### src/rtl/deserializer.sv
// ---------------------------------------------------------------------------
// deserializer
//   Bit-serial to parallel converter for the FIR filter datapath. Rebuilds
//   LENGTH-bit words from a one-bit-per-enabled-cycle stream, aligned by a
//   frame strobe on the first bit, and presents each completed word through
//   a valid/ready holding register. Overrun and resync events raise sticky
//   error flags.
//
//   Build option: define DESERIALIZER_MSB_FIRST_EN to assemble MSB-first
//   (first bit lands in bit LENGTH-1); default is LSB-first.
//
// Ports:
//   i_clk         clock, rising edge
//   i_rst         asynchronous active-high reset
//   i_en          bit-rate enable; i_din / i_frame sampled only when high
//   i_frame       high with the first bit of a word
//   i_din         serial data bit
//   i_dout_ready  downstream accepts ov_dout when high with o_dout_valid
//   i_clr_err     synchronous clear of both sticky error flags
//   ov_dout       assembled word, stable while o_dout_valid is high
//   o_dout_valid  holding register full
//   o_busy        word assembly in progress
//   o_overrun     sticky: completed word dropped, holding register was full
//   o_sync_err    sticky: frame arrived mid-word, partial word discarded
// ---------------------------------------------------------------------------
module deserializer #(
  parameter int unsigned LENGTH = 24
) (
  input  logic              i_clk,
  input  logic              i_rst,
  input  logic              i_en,
  input  logic              i_frame,
  input  logic              i_din,
  input  logic              i_dout_ready,
  input  logic              i_clr_err,
  output logic [LENGTH-1:0] ov_dout,
  output logic              o_dout_valid,
  output logic              o_busy,
  output logic              o_overrun,
  output logic              o_sync_err
);

  localparam int unsigned CW = $clog2(LENGTH + 1);

  typedef enum logic {IDLE, SHIFT} state_t;

  state_t            state_q, state_d;
  logic [CW-1:0]     cnt_q, cnt_d;
  // Only LENGTH-1 bits of history are stored: the final bit of a word is
  // taken straight from i_din when the word completes, so the bit that a
  // full-width shift register would push out is never needed.
  logic [LENGTH-2:0] hist_q, hist_d, hist_base;
  logic [LENGTH-1:0] word;
  logic              capture, restart, word_done, sync_set;
  logic              load, overrun_set;

  // State register
  always_ff @(posedge i_clk or posedge i_rst) begin
    if (i_rst) state_q <= IDLE;
    else       state_q <= state_d;
  end

  // Next-state and bit-count control
  always_comb begin
    state_d   = state_q;
    cnt_d     = cnt_q;
    capture   = 1'b0;
    restart   = 1'b0;
    word_done = 1'b0;
    sync_set  = 1'b0;
    case (state_q)
      IDLE: begin
        if (i_en && i_frame) begin
          capture = 1'b1;
          restart = 1'b1;
          cnt_d   = CW'(1);
          state_d = SHIFT;
        end
      end
      SHIFT: begin
        if (i_en) begin
          capture = 1'b1;
          if (i_frame) begin
            // Resync: drop the partial word and start over with this bit
            restart  = 1'b1;
            sync_set = 1'b1;
            cnt_d    = CW'(1);
          end else if (cnt_q == CW'(LENGTH - 1)) begin
            word_done = 1'b1;
            cnt_d     = '0;
            state_d   = IDLE;
          end else begin
            cnt_d = cnt_q + CW'(1);
          end
        end
      end
      default: state_d = IDLE;
    endcase
  end

  // Outputs and handshake decisions
  always_comb begin
    o_busy      = (state_q == SHIFT);
    load        = word_done && (!o_dout_valid || i_dout_ready);
    overrun_set = word_done && o_dout_valid && !i_dout_ready;
  end

  // Shift path: a restart shifts into cleared history
  always_comb begin
    hist_base = restart ? '0 : hist_q;
`ifdef DESERIALIZER_MSB_FIRST_EN
    word   = {hist_base, i_din};
    hist_d = word[LENGTH-2:0];
`else
    word   = {i_din, hist_base};
    hist_d = word[LENGTH-1:1];
`endif
  end

  always_ff @(posedge i_clk or posedge i_rst) begin
    if (i_rst) begin
      cnt_q  <= '0;
      hist_q <= '0;
    end else begin
      cnt_q <= cnt_d;
      if (capture) hist_q <= hist_d;
    end
  end

  // Holding register and sticky flags; a new error event beats a clear
  always_ff @(posedge i_clk or posedge i_rst) begin
    if (i_rst) begin
      ov_dout      <= '0;
      o_dout_valid <= 1'b0;
      o_overrun    <= 1'b0;
      o_sync_err   <= 1'b0;
    end else begin
      if (load) begin
        ov_dout      <= word;
        o_dout_valid <= 1'b1;
      end else if (o_dout_valid && i_dout_ready) begin
        o_dout_valid <= 1'b0;
      end
      if (overrun_set)    o_overrun <= 1'b1;
      else if (i_clr_err) o_overrun <= 1'b0;
      if (sync_set)       o_sync_err <= 1'b1;
      else if (i_clr_err) o_sync_err <= 1'b0;
    end
  end

endmodule

### config.mk
export PLATFORM = sky130hd
export DESIGN_NAME = deserializer
export DESIGN_NICKNAME = d
export VERILOG_FILES = /design/src/rtl/deserializer.sv
export SDC_FILE = /design/constraint.sdc
export NUM_CORES = 1
export LEC_CHECK = 0
export BUFFER_PORTS_ARGS = -buffer_cell sky130_fd_sc_hd__clkbuf_2
export CAP_MARGIN = 15
export CORE_MARGIN = 1
export CORE_UTILIZATION = 30
export DETAILED_ROUTE_END_ITERATION = 10
export SYNTH_ARGS = -nofsm -noshare
export SYNTH_HDL_FRONTEND = slang
export SYNTH_SLANG_ARGS = --single-unit
### constraint.sdc
create_clock -name i_clk -period 2.2 [get_ports i_clk]
set_input_delay 0.11 -clock i_clk [delete_from_list [all_inputs] [get_ports i_clk]]
set_output_delay 0.11 -clock i_clk [all_outputs]
set_load 0.1 [all_outputs]
==> results of run 1 <==
## sequential cells by signal, summed over array words and instances, names as in the netlist
name          flops
ov_dout          24
hist_q           23
cnt_q             5
o_busy            1
o_dout_valid      1
o_overrun         1
o_sync_err        1
## layer usage
layer	vias up	track usage, %
li1	723	-
met4	0	3.76
met2	26	17.4
met1	708	15.4
met5	-	0
met3	4	3.11
## how the worst max path moves through the flow
stage,start,endpoint,slack [ps],depth (start not counted)
detailed placement,cnt_q[0],ov_dout[23],460,5
finish,cnt_q[0],ov_dout[23],420,5
global route,cnt_q[0],ov_dout[23],270,5
floorplan,o_busy,ov_dout[23],80,5
CTS,cnt_q[0],ov_dout[23],420,5
global placement,cnt_q[0],ov_dout[23],500,5
## repair_timing
item,in CTS,in global routing
resized for setup,0,0
hold buffers,1,0
hold endpoints to repair,20,0
setup endpoints to repair,0,0
## logic make-up after synthesis
group                    after synthesis
adder cells (fa/ha/maj)                1
multiplexers                          26
AO/OA/AOI/OAI                         35
AND/OR/NAND/NOR                       38
buffers and inverters                 39
flip-flops                            56
## metrics by stage
| stage | util, % | total power, W | cell area [um^2] | hold slack [ps] |
|---|---|---|---|---|
| 2_1_floorplan | - | 0.00118 | 2340 | 206 |
| 3_3_place_gp | 35.0 | 0.00121 | 2590 | 133 |
| 3_5_place_dp | 35.0 | 0.00122 | 2590 | 135 |
| 4_1_cts | 36.4 | 0.00185 | 2700 | 5.08 |
| 5_1_grt | 36.4 | 0.00192 | 2700 | 2.27 |
| 6_report | 36.4 | 0.00183 | 2700 | 4.13 |
## power by group
part,internal [W],switching [W]
clock,0.000327,0.000302
sequential,0.00105,0.0000243
combinational,0.0000393,0.0000817
total,0.00142,0.000408
## area by class of cell
| type | count | share of cell area, % |
|---|---|---|
| Sequential cell | 56 | 51.9 |
| Multi-Input combinational cell | 100 | 27.7 |
| Timing Repair Buffer | 41 | 8.34 |
| Tap cell | 99 | 4.59 |
| Inverter | 27 | 3.76 |
| Clock buffer | 5 | 2.55 |
| Clock inverter | 1 | 1.11 |
## placed cells by master (no fill, tap or decap), types with 2 or more instances in the layout
master,Yosys,layout
nand2_1,28,28
inv_1,27,26
clkbuf_2,0,34
o21ai_0,6,6
clkbuf_8,0,5
mux2i_1,24,24
a22o_1,23,23
buf_4,2,6
nand4b_1,2,2
dfrtp_1,56,56
mux2_2,2,2
a21oi_1,2,2
nand3_1,2,2
## critical path, delay by kind of cell (launching register included)
family,cells,cell delay [ps]
flops,1,400
fa+ha+maj,1,220
simple gates,2,470
buf+inv,1,240
mux,1,350
==> metrics, run 1 <==
outcome complete, no violations; R2R Setup Slk 420 ps; Peak VDD IR 0.245 mV; Cell Area, Synth 2340 um^2; syn avg cell area 12.0 um^2; vias per cell 4.44; clock slew at the register clock pins of the worst setup and hold paths 90 ps; CTS buffer count 5; YS warnings 0; Cell variety after synth 26; ys async rst share 100%; Clk Tree Root Cell clkbuf_8; post-synthesis cell count 195; #FFs+latches synth 56; via count 1461; Layout area overhead 15.2%; max layer used met4; vias in the first global route 1533; XOR/XNOR Fraction of Synth Area 0%; critical path type reg -> reg; Pins Over Slew Limit 0; initial antenna violation count 0; Yosys top cell area share 59.8%; critical path endpoint category register; die area 8170 um^2; Endpoint, Worst Hold o_sync_err; crit path cell chain ha_1 > nand4b_1 > nor3b_4 > buf_4 > mux2_2; dpl ws 460 ps; WL final 4170 um; first-pass GRT wire length 7380 um; Startpoint Class register; Worst EP required 2400 ps; CTS tree done; Fill cells 758; Worst Hold Depth 2; htree depth 2; DRT iter0 DRCs 48; met2 WL 1930 um; Synth Area in Adders 0.534%; Post-synth top cells dfrtp_1 (56), nand2_1 (28), inv_1 (27); Seq/Total Area, Yosys 59.8%; Max stage delay on crit path 400 ps; Highest Clock Rate 0.563 GHz; Final nets 239; R2R Path End ov_dout[23]; number of synthesized flops with an enable pin 0; Post-DRT Antenna Nets 0; Detail Placement HPWL 2830 um; crit-path max FO 10; area of the multi-input gates 748 um^2; core area 7410 um^2; Sequential cell area 1400 um^2; Worst R2R Path Depth 5; final setup violation count 0; io pins 35; detailed-router iteration count before antenna repair 4; CP max stage cell dfrtp_1; GP Congestion 0.719; Hold/Removal Path Class in -> reg; Non-Filler Instances 329; slew margin rel. 47.6%; GRT Total Usage 11.3%; Die H 90.4 um; PwrDens 677 nW/um^2; CTS Buffer Depth 2; largest family of logic cells by synthesized area compound AO/OA/AOI/OAI gates; clk_skew 6.82 ps; hold wc startpoint i_clr_err; drt wl/cell 12.7 um; mux share of post-synthesis cell area 11.2%; Fin. Hold Viols 0; Worst Max-Slew Pin Slew 784 ps; Worst EP arrival 1970 ps; largest net degree at the start of global routing 25; setup TNS 0 ps; r2r startpoint cnt_q[0]; Compound-Gate Fraction of Synth Area 11.5%; count leader, synth dfrtp_1; post-CTS setup buffers 0; share of cells above drive strength 1 23.9%; post-synth top area cell dfrtp_1; final setup margin 424 ps; Worst-Skew Late Latency 300 ps; routed wl met3 150 um; Placed Cells 322; syn nets 203; synth top area cells dfrtp_1 (60%), mux2i_1 (10%), a22o_1 (8.6%), nand2_1 (4.5%), inv_1 (4.3%); Chip Width 90.4 um; Post-Synth Simple-Gate Area 8.38%; n_diodes 0; WL met1 2050 um; # clock sinks 56; Period minus WS final 1780 ps; Leakage 1.29 nW; initial core utilization 31.6%; I/O Buffers 34; main flop type after synthesis dfrtp_1; Tcrit/Tclk final 80.7%; Max Cap Viol 0; gr ovfl total 0; # DRC 0; RSZ-0062 raised after global routing false; Site Rows 31
Note: power is estimated with default switching activity, not from simulation.
==> inputs of run 2 (changes only) <==
==> constraint.sdc (replaced) <==
create_clock -name i_clk -period 1.4 [get_ports i_clk]
set_input_delay 0.07 -clock i_clk [delete_from_list [all_inputs] [get_ports i_clk]]
set_output_delay 0.07 -clock i_clk [all_outputs]
set_load 0.1 [all_outputs]
==> run 2 against run 1 <==
The flow now finishes with violations (negative setup slack); critical path depth stayed put; clock power is 30% higher; power is 51% higher; utilization is 1.6 points higher; sequential power is 56% higher; cell area is 4.4% higher; global-route usage is 0.19 points higher.
==> metrics, run 2 (same netlist as run 1, synthesis figures left out) <==
Layout area overhead 20.2% (was 15.2%); Fill cells 745 (was 758); core area 7410 um^2 (unchanged); Peak VDD IR 0.365 mV (was 0.245 mV); largest net degree at the start of global routing 57 (was 25); I/O Buffers 34 (unchanged); number of flip-flops in the largest register 24 (unchanged); Chip Width 90.4 um (unchanged); failing checks negative setup slack; Pins Over Slew Limit 0 (unchanged); clock slew at the register clock pins of the worst setup and hold paths 90 ps (about the same); n_diodes 0 (unchanged); Worst-Skew Late Latency 300 ps (about the same); DRT iter0 DRCs 60 (was 48); critical path endpoint category register (unchanged); most frequent cells in the layout dfrtp_1 (54), clkbuf_2 (33), nand2_1 (28), inv_1 (26), mux2i_1 (24) (was dfrtp_1 (56), clkbuf_2 (34), nand2_1 (28), inv_1 (26), mux2i_1 (24)); vias in the first global route 1587 (was 1533); final setup margin -173 ps (was 424 ps); Fin. Hold Viols 0 (unchanged); Site Rows 31 (unchanged); Worst EP arrival 1770 ps (was 1970 ps); Worst EP required 1590 ps (was 2400 ps); initial antenna violation count 0 (unchanged); CTS tree done (unchanged); dpl ws -156 ps (was 460 ps); CTS Buffer Depth 2 (unchanged); Tcrit/Tclk final 112% (was 80.7%); gr ovfl total 0 (unchanged); PwrDens 981 nW/um^2 (was 677 nW/um^2); Post-DRT Antenna Nets 0 (unchanged); final setup violation count 24 (was 0); die area 8170 um^2 (unchanged); # clock sinks 56 (unchanged); share of cells above drive strength 1 28.2% (was 23.9%); io pins 35 (unchanged); routed wl met3 171 um (was 150 um); Hold/Removal Path Class in -> reg (unchanged); htree depth 2 (unchanged); area of the multi-input gates 766 um^2 (was 748 um^2); vias per cell 4.51 (was 4.44); Top Registers ov_dout (24), hist_q (23), cnt_q (5) (unchanged); Top reg by flops ov_dout (unchanged); Highest Clock Rate 0.636 GHz (was 0.563 GHz); met2 WL 2020 um (was 1930 um); Final nets 249 (was 239); first-pass GRT wire length 7530 um (was 7380 um); drt wl/cell 12.5 um (was 12.7 um); slew margin rel. 63.5% (was 47.6%); GP Congestion 0.738 (was 0.719); design area 2820 um^2 (was 2700 um^2); Max Cap Viol 0 (unchanged); Detail Placement HPWL 2910 um (was 2830 um); detailed-router iteration count before antenna repair 4 (unchanged); Leakage 1.34 nW (was 1.29 nW); Worst Max-Slew Pin Slew 549 ps (was 784 ps); Startpoint Class register (unchanged); Sequential cell area 1400 um^2 (about the same); GRT Total Usage 11.5% (was 11.3%); setup TNS -3460 ps (was 0 ps); Period minus WS final 1570 ps (was 1780 ps); Hold Slack 29.6 ps (was 4.13 ps); R2R Setup Slk -170 ps (was 420 ps); WL final 4250 um (was 4170 um); commonest non-fill, non-tap cell in the layout dfrtp_1 (unchanged); RSZ-0062 raised after global routing true (was false); max layer used met4 (unchanged); Clk Tree Root Cell clkbuf_8 (unchanged); Die H 90.4 um (unchanged); # DRC 0 (unchanged); outcome finished with violations (was complete, no violations); via count 1532 (was 1461); CTS buffer count 5 (unchanged); Placed Area 2690 um^2 (was 2590 um^2); crit-path max FO 3 (was 10); clk_skew 4.27 ps (was 6.82 ps); WL met1 2000 um (was 2050 um); critical path type reg -> reg (unchanged); initial core utilization 31.6% (unchanged); Util after Layout 38.0% (was 36.4%)
-- run 2: cell count changes in the layout (fill, tap and decap cells not counted), moves of 2 or more --
cell / change
buf_12: +2
dfrtp_2: +2
dfrtp_1: -2
buf_4: +6
-- run 2: per-layer routing --
metal  global-route usage [%]  vias to the layer above
met5                        0                        -
met4                     4.57                        0
met3                     3.54                        5
met2                     18.1                       24
met1                     14.8                      758
li1                         -                      745
-- run 2: what timing repair did --
| action | CTS | global route |
|---|---|---|
| hold buffers | 2 | 0 |
| gates cloned | 0 | 0 |
| gates resized for setup | 3 | 4 |
| hold endpoints to repair | 58 | 0 |
| pin swaps | 1 | 3 |
| endpoints found under the setup margin | 25 | 28 |
| setup buffers | 1 | 2 |
-- run 2: layout make-up --
type / count / area share, %
clock buffer: 6 / 2.58
clock inverter: 1 / 0.178
inverter: 27 / 3.73
multi-input combinational: 100 / 27.2
sequential: 56 / 49.8
tap: 99 / 4.40
timing repair buffer: 51 / 12.1
-- run 2: where the power goes --
part / leakage [nW] / internal [W] / switching (W)
logic: 0.654 / 0.000112 / 0.000153
registers: 0.645 / 0.00165 / 0.0000241
clock network: 0.0410 / 0.000342 / 0.000478
-- run 2: path summary, 6_finish.rpt --
check | cells past startpoint | from | to
max in group asynchronous | 4 | i_rst | hist_q[4]
min | 2 | i_din | ov_dout[23]
max | 5 | cnt_q[1] | ov_dout[23]
min in group asynchronous | 4 | i_rst | o_sync_err
min reg2reg | 1 | cnt_q[4] | cnt_q[4]
max reg2reg | 5 | cnt_q[1] | ov_dout[23]
-- run 2: critical path, cell delays in order, from the launching register on --
cell      delay, ps
dfrtp_1         360
ha_2            180
nand4b_1        190
nor3b_4         300
buf_6           150
mux2_4          280
-- run 2: through the flow --
stage                     total power (W)  cells
after CTS                         0.00280    340
after floorplan                   0.00187    195
after global placement            0.00196    330
after detailed placement          0.00196    330
after global routing              0.00291    340
final                             0.00276    340
